===== config.mk =====
export PLATFORM = sky130hd
export DESIGN_NAME = adc_spi_init_sequencer
export DESIGN_NICKNAME = d
export VERILOG_FILES = /design/src/rtl/adc_spi_pkg.sv /design/src/rtl/adc_init_rom.sv /design/src/rtl/adc_spi_init_sequencer.sv
export SDC_FILE = /design/constraint.sdc
export NUM_CORES = 1
export LEC_CHECK = 0
export BUFFER_PORTS_ARGS = -buffer_cell sky130_fd_sc_hd__buf_2
export CORE_MARGIN = 2
export CORE_UTILIZATION = 30
export CTS_CLUSTER_DIAMETER = 150
export DETAILED_ROUTE_END_ITERATION = 7
export HOLD_SLACK_MARGIN = 0.02
export PLACE_DENSITY = 0.63
export SLEW_MARGIN = 20
export SYNTH_ARGS = -nofsm -noshare
export SYNTH_HDL_FRONTEND = slang
export SYNTH_SLANG_ARGS = --single-unit

===== constraint.sdc =====
create_clock -name clk_i -period 2.1 [get_ports clk_i]
set_input_delay 0.42 -clock clk_i [delete_from_list [all_inputs] [get_ports clk_i]]
set_output_delay 0.42 -clock clk_i [all_outputs]
set_load 0.05 [all_outputs]

===== src/rtl/adc_spi_pkg.sv =====
// Shared types and AD9648 SPI instruction layout for the ADC init sequencer.
// The verify states only exist when READBACK_VERIFY_EN is defined.
package adc_spi_pkg;

    localparam int unsigned RW_BIT   = 23;
    localparam int unsigned W_MSB    = 22;
    localparam int unsigned W_LSB    = 21;
    localparam int unsigned ADDR_MSB = 20;
    localparam int unsigned ADDR_LSB = 8;
    localparam int unsigned DATA_MSB = 7;
    localparam int unsigned DATA_LSB = 0;

    localparam logic [12:0] TRANSFER_REG_ADDR = 13'h0FF;
    localparam logic [7:0]  TRANSFER_UPDATE   = 8'h01;

    typedef enum logic [3:0] {
        StIdle,
        StPwrWait,
        StIssueWr,
        StWaitWr,
        StNext,
        StIssueUpd,
        StWaitUpd,
        StDone,
        StError,
        StHostIssue,
        StHostWait,
        StHostAck
`ifdef READBACK_VERIFY_EN
        ,
        StIssueRd,
        StWaitRd,
        StCheck
`endif
    } state_e;

    function automatic logic [23:0] write_word(input logic [12:0] addr, input logic [7:0] data);
        logic [23:0] w;
        w                     = '0;
        w[RW_BIT]             = 1'b0;
        w[W_MSB:W_LSB]        = 2'b00;
        w[ADDR_MSB:ADDR_LSB]  = addr;
        w[DATA_MSB:DATA_LSB]  = data;
        return w;
    endfunction

    function automatic logic [23:0] read_word(input logic [12:0] addr);
        logic [23:0] w;
        w                     = '0;
        w[RW_BIT]             = 1'b1;
        w[W_MSB:W_LSB]        = 2'b00;
        w[ADDR_MSB:ADDR_LSB]  = addr;
        return w;
    endfunction

endpackage


===== src/rtl/adc_init_rom.sv =====
// Fixed AD9648 power-up command table, indexed combinationally.
module adc_init_rom
    import adc_spi_pkg::*;
#(
    parameter int unsigned IdxW = 3
) (
    input  logic [IdxW-1:0] idx_i,
    output logic [23:0]     word_o
);

    always_comb begin
        word_o = '0;
        case (idx_i)
            IdxW'(0): word_o = write_word(13'h000, 8'h3C);  // soft reset
            IdxW'(1): word_o = write_word(13'h014, 8'h01);  // output mode
            IdxW'(2): word_o = write_word(13'h00B, 8'h01);  // clock divide
            IdxW'(3): word_o = write_word(13'h016, 8'hA5);
            IdxW'(4): word_o = write_word(13'h018, 8'h04);
            IdxW'(5): word_o = write_word(13'h101, 8'h80);
            IdxW'(6): word_o = write_word(13'h102, 8'h00);
            IdxW'(7): word_o = write_word(13'h008, 8'h00);
            default:  word_o = '0;
        endcase
    end

endmodule


===== src/rtl/adc_spi_init_sequencer.sv =====
// Walks the AD9648 init table over the SPI config path, commits with a transfer update, then
// arbitrates host accesses. READBACK_VERIFY_EN adds read-back checking with retries.
module adc_spi_init_sequencer
    import adc_spi_pkg::*;
#(
    parameter int unsigned TxRegWidth    = 24,
    parameter int unsigned RxRegWidth    = 8,
    parameter int unsigned NumCmds       = 8,
    parameter int unsigned PowerUpCycles = 1024,
    parameter int unsigned TimeoutCycles = 4096
`ifdef READBACK_VERIFY_EN
    ,
    parameter int unsigned MaxRetries    = 2
`endif
) (
    input  logic                         clk_i,
    input  logic                         rst_clk_i,
    input  logic                         start_i,
    output logic [TxRegWidth-1:0]        tx_reg_o,
    output logic                         transfer_start_o,
    input  logic [RxRegWidth-1:0]        rx_reg_i,
    input  logic                         transfer_done_i,
    input  logic                         host_req_i,
    input  logic [TxRegWidth-1:0]        host_tx_reg_i,
    output logic                         host_ack_o,
    output logic [RxRegWidth-1:0]        host_rx_reg_o,
    output logic                         config_done_o,
    output logic                         busy_o,
    output logic                         error_o,
    output logic [$clog2(NumCmds+1)-1:0] err_idx_o
);

    localparam int unsigned IdxW   = (NumCmds > 1) ? $clog2(NumCmds) : 1;
    localparam int unsigned ErrW   = $clog2(NumCmds + 1);
    localparam int unsigned CntMax = (PowerUpCycles > TimeoutCycles) ? PowerUpCycles
                                                                     : TimeoutCycles;
    localparam int unsigned CntW   = $clog2(CntMax + 1);

    state_e                state_q, state_d;
    logic [IdxW-1:0]       idx_q, idx_d;
    logic [CntW-1:0]       cnt_q, cnt_d;
    logic                  config_done_q, config_done_d;
    logic                  error_q, error_d;
    logic [ErrW-1:0]       err_idx_q, err_idx_d;
    logic [TxRegWidth-1:0] host_word_q, host_word_d;
    logic [RxRegWidth-1:0] host_rx_q, host_rx_d;
`ifdef READBACK_VERIFY_EN
    localparam int unsigned RetryW = (MaxRetries > 0) ? $clog2(MaxRetries + 1) : 1;
    logic [RetryW-1:0]     retry_q, retry_d;
    logic [RxRegWidth-1:0] rd_data_q, rd_data_d;
`endif

    logic [23:0]           rom_word;
    logic [TxRegWidth-1:0] tx_word;
    logic                  xfer_start;
    logic                  timeout;

    adc_init_rom #(
        .IdxW (IdxW)
    ) u_rom (
        .idx_i  (idx_q),
        .word_o (rom_word)
    );

    assign timeout = (cnt_q == CntW'(TimeoutCycles - 1));

    always_comb begin
        tx_word = '0;
        case (state_q)
            StIssueWr, StWaitWr:     tx_word = TxRegWidth'(rom_word);
            StIssueUpd, StWaitUpd:   tx_word = TxRegWidth'(write_word(TRANSFER_REG_ADDR,
                                                                  TRANSFER_UPDATE));
`ifdef READBACK_VERIFY_EN
            StIssueRd, StWaitRd:     tx_word = TxRegWidth'(read_word(
                                                   rom_word[ADDR_MSB:ADDR_LSB]));
`endif
            StHostIssue, StHostWait: tx_word = host_word_q;
            default:                 tx_word = '0;
        endcase
    end

    always_comb begin
        state_d       = state_q;
        idx_d         = idx_q;
        cnt_d         = cnt_q;
        config_done_d = config_done_q;
        error_d       = error_q;
        err_idx_d     = err_idx_q;
        host_word_d   = host_word_q;
        host_rx_d     = host_rx_q;
        xfer_start    = 1'b0;
`ifdef READBACK_VERIFY_EN
        retry_d       = retry_q;
        rd_data_d     = rd_data_q;
`endif
        case (state_q)
            StIdle: begin
                if (start_i) begin
                    state_d = StPwrWait;
                    cnt_d   = '0;
                end
            end
            StPwrWait: begin
                if (cnt_q == CntW'(PowerUpCycles)) begin
                    state_d = StIssueWr;
                    idx_d   = '0;
`ifdef READBACK_VERIFY_EN
                    retry_d = '0;
`endif
                end else begin
                    cnt_d = cnt_q + 1'b1;
                end
            end
            StIssueWr: begin
                xfer_start = 1'b1;
                cnt_d      = '0;
                state_d    = StWaitWr;
            end
            StWaitWr: begin
                if (transfer_done_i) begin
`ifdef READBACK_VERIFY_EN
                    state_d = StIssueRd;
`else
                    state_d = StNext;
`endif
                end else if (timeout) begin
                    state_d   = StError;
                    error_d   = 1'b1;
                    err_idx_d = ErrW'(idx_q);
                end else begin
                    cnt_d = cnt_q + 1'b1;
                end
            end
`ifdef READBACK_VERIFY_EN
            StIssueRd: begin
                xfer_start = 1'b1;
                cnt_d      = '0;
                state_d    = StWaitRd;
            end
            StWaitRd: begin
                if (transfer_done_i) begin
                    rd_data_d = rx_reg_i;
                    state_d   = StCheck;
                end else if (timeout) begin
                    state_d   = StError;
                    error_d   = 1'b1;
                    err_idx_d = ErrW'(idx_q);
                end else begin
                    cnt_d = cnt_q + 1'b1;
                end
            end
            StCheck: begin
                if (rd_data_q == RxRegWidth'(rom_word[DATA_MSB:DATA_LSB])) begin
                    state_d = StNext;
                end else if (retry_q < RetryW'(MaxRetries)) begin
                    retry_d = retry_q + 1'b1;
                    state_d = StIssueWr;
                end else begin
                    state_d   = StError;
                    error_d   = 1'b1;
                    err_idx_d = ErrW'(idx_q);
                end
            end
`endif
            StNext: begin
                if (idx_q == IdxW'(NumCmds - 1)) begin
                    state_d = StIssueUpd;
                end else begin
                    idx_d   = idx_q + 1'b1;
                    state_d = StIssueWr;
`ifdef READBACK_VERIFY_EN
                    retry_d = '0;
`endif
                end
            end
            StIssueUpd: begin
                xfer_start = 1'b1;
                cnt_d      = '0;
                state_d    = StWaitUpd;
            end
            StWaitUpd: begin
                if (transfer_done_i) begin
                    state_d       = StDone;
                    config_done_d = 1'b1;
                end else if (timeout) begin
                    state_d   = StError;
                    error_d   = 1'b1;
                    err_idx_d = ErrW'(NumCmds);
                end else begin
                    cnt_d = cnt_q + 1'b1;
                end
            end
            StDone, StError: begin
                // A restart wins over a simultaneous host request; the host keeps it pending.
                if (start_i) begin
                    state_d       = StPwrWait;
                    cnt_d         = '0;
                    config_done_d = 1'b0;
                    error_d       = 1'b0;
                    err_idx_d     = '0;
                end else if (host_req_i) begin
                    host_word_d = host_tx_reg_i;
                    state_d     = StHostIssue;
                end
            end
            StHostIssue: begin
                xfer_start = 1'b1;
                cnt_d      = '0;
                state_d    = StHostWait;
            end
            StHostWait: begin
                if (transfer_done_i) begin
                    host_rx_d = rx_reg_i;
                    state_d   = StHostAck;
                end else if (timeout) begin
                    host_rx_d = '1;
                    state_d   = StHostAck;
                end else begin
                    cnt_d = cnt_q + 1'b1;
                end
            end
            StHostAck: begin
                state_d = error_q ? StError : StDone;
            end
            default: state_d = StIdle;
        endcase
    end

    always_ff @(posedge clk_i or negedge rst_clk_i) begin
        if (!rst_clk_i) begin
            state_q       <= StIdle;
            idx_q         <= '0;
            cnt_q         <= '0;
            config_done_q <= 1'b0;
            error_q       <= 1'b0;
            err_idx_q     <= '0;
            host_word_q   <= '0;
            host_rx_q     <= '0;
`ifdef READBACK_VERIFY_EN
            retry_q       <= '0;
            rd_data_q     <= '0;
`endif
        end else begin
            state_q       <= state_d;
            idx_q         <= idx_d;
            cnt_q         <= cnt_d;
            config_done_q <= config_done_d;
            error_q       <= error_d;
            err_idx_q     <= err_idx_d;
            host_word_q   <= host_word_d;
            host_rx_q     <= host_rx_d;
`ifdef READBACK_VERIFY_EN
            retry_q       <= retry_d;
            rd_data_q     <= rd_data_d;
`endif
        end
    end

    assign tx_reg_o         = tx_word;
    assign transfer_start_o = xfer_start;
    assign host_ack_o       = (state_q == StHostAck);
    assign host_rx_reg_o    = host_rx_q;
    assign config_done_o    = config_done_q;
    assign error_o          = error_q;
    assign err_idx_o        = err_idx_q;
    assign busy_o           = !(state_q inside {StIdle, StDone, StError});

endmodule

**Word-level counts from Yosys, hierarchy flattened**

Memories as Yosys holds them, arrays and structs flattened.
Cells that the tools add are included.
Widths: inputs -> output; s select.

- Bits in registers: 58
- Latch bits: 0
- Memory bits (writable): 0
- Bits in read-only memories: 96
- Output and inout bits: 41
- Logic and storage cells: 104
- Memories kept: 1

Memory list:

| memory | depth | bits a word | read ports | clocked after Yosys merged registers in | wr ports | RTL line | source |
|---|---|---|---|---|---|---|---|
| (no name shown) | 8 | 12 | 1 | 0 | 0 | adc_init_rom.sv:13 | `case (idx_i)` |

- Add/subtract/negate cells: 2
- Multipliers: 0
- Divide/modulo/power cells: 0
- Magnitude comparators: 0
- Eq/ne operators: 31
- Shifts and indexed selects: 0
- Muxes and demuxes: 36
- Bitwise operators: 1
- Reduce and logical (&&, ||, !) cells: 25

Operators with widths:

| cell | count |
|---|---|
| $pmux 24 s3 | 1 |
| $mux 4 | 15 |
| $mux 13 | 4 |
| $pmux 13 s4 | 1 |
| $pmux 4 s11 | 1 |
| $ne 2x2->1 const B | 13 |
| $eq 4x3->1 const B | 4 |
| $eq 4x4->1 const B | 4 |
| $mux 8 | 2 |
| $add 13x1->13 const B | 1 |
| $eq 13x11->1 const B | 1 |
| $eq 13x12->1 const B | 1 |
| $pmux 4 s3 | 1 |
| $reduce_or 2->1 | 5 |
| $mux 3 | 3 |
| $reduce_and 3->1 | 3 |
| $reduce_or 3->1 | 3 |
| $eq 4x2->1 const B | 2 |
| $reduce_and 4->1 | 2 |
| $reduce_bool 2->1 | 4 |
| $ne 3x3->1 const B | 2 |
| $pmux 3 s2 | 1 |
| $reduce_and 6->1 | 1 |
| $reduce_bool 3->1 | 2 |
| other kinds (12) | 18 |

**Logic depth before layout (Yosys ltp)**

- Depth in word-level cells: 4
- Mapped depth: 8
- Gate-level depth less buffers: 7

**Modules after synthesis**

From an unflattened synthesis, not the netlist that was laid out.

- Cell total of the unflattened synthesis: 373
- Area, all modules: 3681.0 um2

Modules (own cells, without submodules):

| module | times used | cells an instance | area an instance (um2) | seq. area each (um2) |
|---|---|---|---|---|
| adc_spi_init_sequencer | 1 | 335 | 3418.3 | 1451.4 |
| adc_init_rom | 1 | 38 | 262.8 | 0.0 |

**Worst setup path before layout**

OpenSTA, ideal clock, no wires.

- Kind: register to output
- Start: register state_q[1]
- End: output tx_reg_o[0]
- Data arrival time: 2307 ps
- Slack: -627 ps
- Cell stages (with the launch flop): 6
- Path buffers: 2
- Path through: dfrtp_1 -> buf_2 -> buf_1 -> nor2b_1 -> nand2_1 -> o31ai_1

- Word-level cells in the longest chain between the ends: 3
- Elaborated cells between the ends (all ways): 10
- Classes of those cells: eq/ne: 6; mux: 1; reduce/logical: 3

Ends and longest elaborated chain:

| what | RTL line | source |
|---|---|---|
| from (decl) | adc_spi_init_sequencer.sv:39 | `state_e state_q, state_d;` |
| from (signal assigned) | adc_spi_init_sequencer.sv:231 | `state_q <= StIdle;` |
| from (signal assigned) | adc_spi_init_sequencer.sv:244 | `state_q <= state_d;` |
| $eq 4x4->1 (tied with other cells) | adc_spi_init_sequencer.sv:69 | `case (state_q)` |
| $reduce_or 2->1 | adc_spi_init_sequencer.sv:69 |  |
| $pmux 24 s3 (*) | adc_spi_init_sequencer.sv:69 |  |
| to (decl) | adc_spi_init_sequencer.sv:19 | `output logic [TxRegWidth-1:0] tx_reg_o,` |

Every way passes the cells marked *; elsewhere a longest branch is shown, timed or not.

**Final worst setup path**

- Start: register idx_q[1]
- End: output tx_reg_o[8]

- Word-level cells in the longest chain between the ends: 2

Ends and longest elaborated chain:

| what | RTL line | source |
|---|---|---|
| from (decl) | adc_spi_init_sequencer.sv:40 | `logic [IdxW-1:0] idx_q, idx_d;` |
| from (signal assigned) | adc_spi_init_sequencer.sv:245 | `idx_q <= idx_d;` |
| $mem_v2 8x12 | -- |  |
| $pmux 24 s3 | adc_spi_init_sequencer.sv:69 |  |

No other way between the ends.

==> results.yml <==
floorplan:
  core_um2: 10800
  start_util: 0.307
  fp.dieH_um: 109
  die_x_um: 109
  rows: 38
  io-pin-count: 78
  dieArea_um2: 11900
yosys:
  synth_cell_type_count: 54
  synth_area_leaders: "dfrtp_1, mux2_2, o31ai_1"
  synthTopCellsByCount: "dfrtp_1, nand2_1, mux2_2, nor2_1, o21ai_0"
  synth.area.mux_share: 0.102
  synthXorXnorAreaFrac: 0.00265
  synth_nets: 368
  synthArstFlopShare: 1.00
  ys.flop_type: "dfrtp_1"
  yosysTopAreaCell: "dfrtp_1"
  synth_compound_area_frac: 0.220
  synth.most_common_cell: "dfrtp_1"
  synth_area_um2: 3310
  synthAdderAreaFrac: 0.0302
  synth.avg_cell_area_um2: 10.2
  seq_area_frac_synth: 0.439
  synth_top_area_frac: 0.439
  yosys_register_bits: 58
  synth-edff-count: 0
  synth_top_family_by_area: "compound AO/OA/AOI/OAI gates"
  yosys.area_share.simple: 0.160
  yosysWarnings: 0
  synthCells: 323
cells_and_area:
  diodes: 0
  multiInputGateArea_um2: 1890
  fill_cells: 1008
  syn_to_final_growth_pct: 44.7
  nNetsFinal: 480
  seq_area_um2: 1450
  stdcell_count: 579
  drive_gt1_frac: 0.508
  fin_area_um2: 4790
outcome:
  status: "finished with violations"
  violations: "negative setup slack"
sta:
  layout_setup_ws_ps: -142
  worst_slew_pin_slew_ps: 448
  fmax_mhz: 446
  max-slew-margin-rel: 0.701
  maxSlewViolCount: 0
  rsz0062_at_grt: "yes"
  min_period_ps: 2240
  finalHoldViolations: 0
  skew_ps: 11.2
  setup_viol: 20
  min_period_over_period: 1.07
cts:
  cts.sinks: 58
  clk_latency_ps: 340
  htreeDepth: 3
  cts_hold_buf: 0
  tritoncts: "yes"
  clock_path_buffers: 2
  clkSlewWorstSetupHoldPaths_ps: 60
  cts_buffers: 9
  root_buffer: "clkbuf_8"
placement:
  place_area_um2: 4050
  dp_cells: 543
  dp_hpwl_um: 6080
  gp_congestion: 0.867
  numPortBuffers: 77
  place_ws_ps: 61.0
pwr:
  ir_drop_mv: 0.734
  p_leak_nw: 2.22
  p_per_area_nw_per_um2: 1480
global_route:
  track_usage: 0.154
  antenna_found_initial: 0
  met1_usage: 0.204
  busiest_layer: "met2"
  use_met2: 0.238
  grt_start_max_net_pins: 25
  grtUsageMet3: 0.0371
  grt_pass1_vias: 3021
  overflow: 0
  grt_pass1_wl_um: 14400
critical_path:
  cp_data_required_time_ps: 1680
  critPathMaxFanout: 3
  timing.rr.start: "state_q[3]"
  cp.arrival_ps: 1820
  crit_type: "reg -> out"
  startpoint_type: "flip-flop"
  crit_path_start: "idx_q[1]"
  cp-end-kind: "primary output"
route:
  num_vias: 3034
  dr.pass1.iters: 4
  drc: 0
  wirelength_um: 9010
  antenna_left: 0
  wl_per_cell_um: 15.6
  drt_iter0_markers: 253
  via_per_inst: 5.24
hold_path:
  hp-class: "in -> async"
flow_run:
  max-cap-violations: 0
-- path summary, 6_finish.rpt --
check	endpoint	slack, ps	depth (start not counted)
max	tx_reg_o[8]	-140	5
min	cnt_q[2]	30	1
max reg2reg	cnt_q[1]	-20	9
min reg2reg	config_done_o	490	1
max in group asynchronous	state_q[1]	1440	2
min in group clk_i	host_rx_reg_o[7]	300	2
-- critical path: stages (launching register included) --
cell and delay, ps:
dfrtp_1 420, buf_6 140, ha_4 150, mux2_4 260
a221o_2 360, buf_8 160
-- report_power, final --
| part | total [mW] | leakage [nW] | internal, mW | switching, mW |
|---|---|---|---|---|
| Combinational | 4.23 | 1.37 | 1.76 | 2.47 |
| Clock | 1.08 | 0.106 | 0.637 | 0.438 |
| Sequential | 1.79 | 0.746 | 1.52 | 0.263 |
-- stage by stage --
stage | hold slack, ps | setup TNS (ps) | total power, mW | utilization
floorplan | 124 | -472 | 4.35 | -
global placement | 401 | 0 | 5.15 | 0.375
detailed placement | 395 | 0 | 5.21 | 0.375
CTS | 28.3 | -1380 | 6.77 | 0.422
global route | 52.9 | -3920 | 7.52 | 0.444
finish | 27.5 | -920 | 7.09 | 0.444
-- routing by layer --
metal / routed length, um / part of all wire
met1: 3950 / 0.44
met2: 4220 / 0.47
met3: 663 / 0.074
met4: 176 / 0.020
met5: 0 / 0
-- what timing repair did --
item,4_1_cts,5_1_grt
cloned,0,3
pin swaps,5,11
setup buffers,6,12
hold endpoints to repair,0,0
setup endpoints to repair,25,40
gates resized for setup,77,31
-- registers in the layout (all words and copies together), names as in the netlist --
register,count
config_done_o,1
error_o,1
cnt_q,13
host_rx_reg_o,8
host_word_q,24
state_q,4
idx_q,3
err_idx_o,4
-- cell families (layout without fill, tap and decap cells) --
| group | after synthesis | in the layout |
|---|---|---|
| multiplexers | 30 | 30 |
| adder cells (fa/ha/maj) | 8 | 8 |
| AND/OR/NAND/NOR | 99 | 100 |
| XOR/XNOR | 1 | 1 |
| AO/OA/AOI/OAI | 94 | 94 |
| flip-flops | 58 | 58 |
| buffers and inverters | 33 | 148 |
-- cell type report --
| cell class | count | share of cell area |
|---|---|---|
| clock buffers | 13 | 0.0353 |
| clock inverters | 2 | 0.00731 |
| inverters | 13 | 0.0102 |
| multi-input cells | 233 | 0.394 |
| flip-flops and latches | 58 | 0.304 |
| well taps | 140 | 0.0366 |
| repair buffers | 120 | 0.213 |
-- layout by cell type, fill, tap and decap left out, types with 5 or more instances in the layout --
cell type   n
and2_4      8
a21oi_1     5
buf_2      50
mux2_2     24
a221o_2     5
ha_1        5
clkbuf_8   12
a31oi_1     6
nand3_1    12
o22a_1      9
dfrtp_1    56
buf_6      15
inv_1      11
o31ai_2     8
o21ai_0    14
nor2_1     16
nand2_1    24
buf_8      16
o31ai_1    11
nand2b_1    5
buf_4      34
No activity file was read; power rests on OpenSTA's default activity.
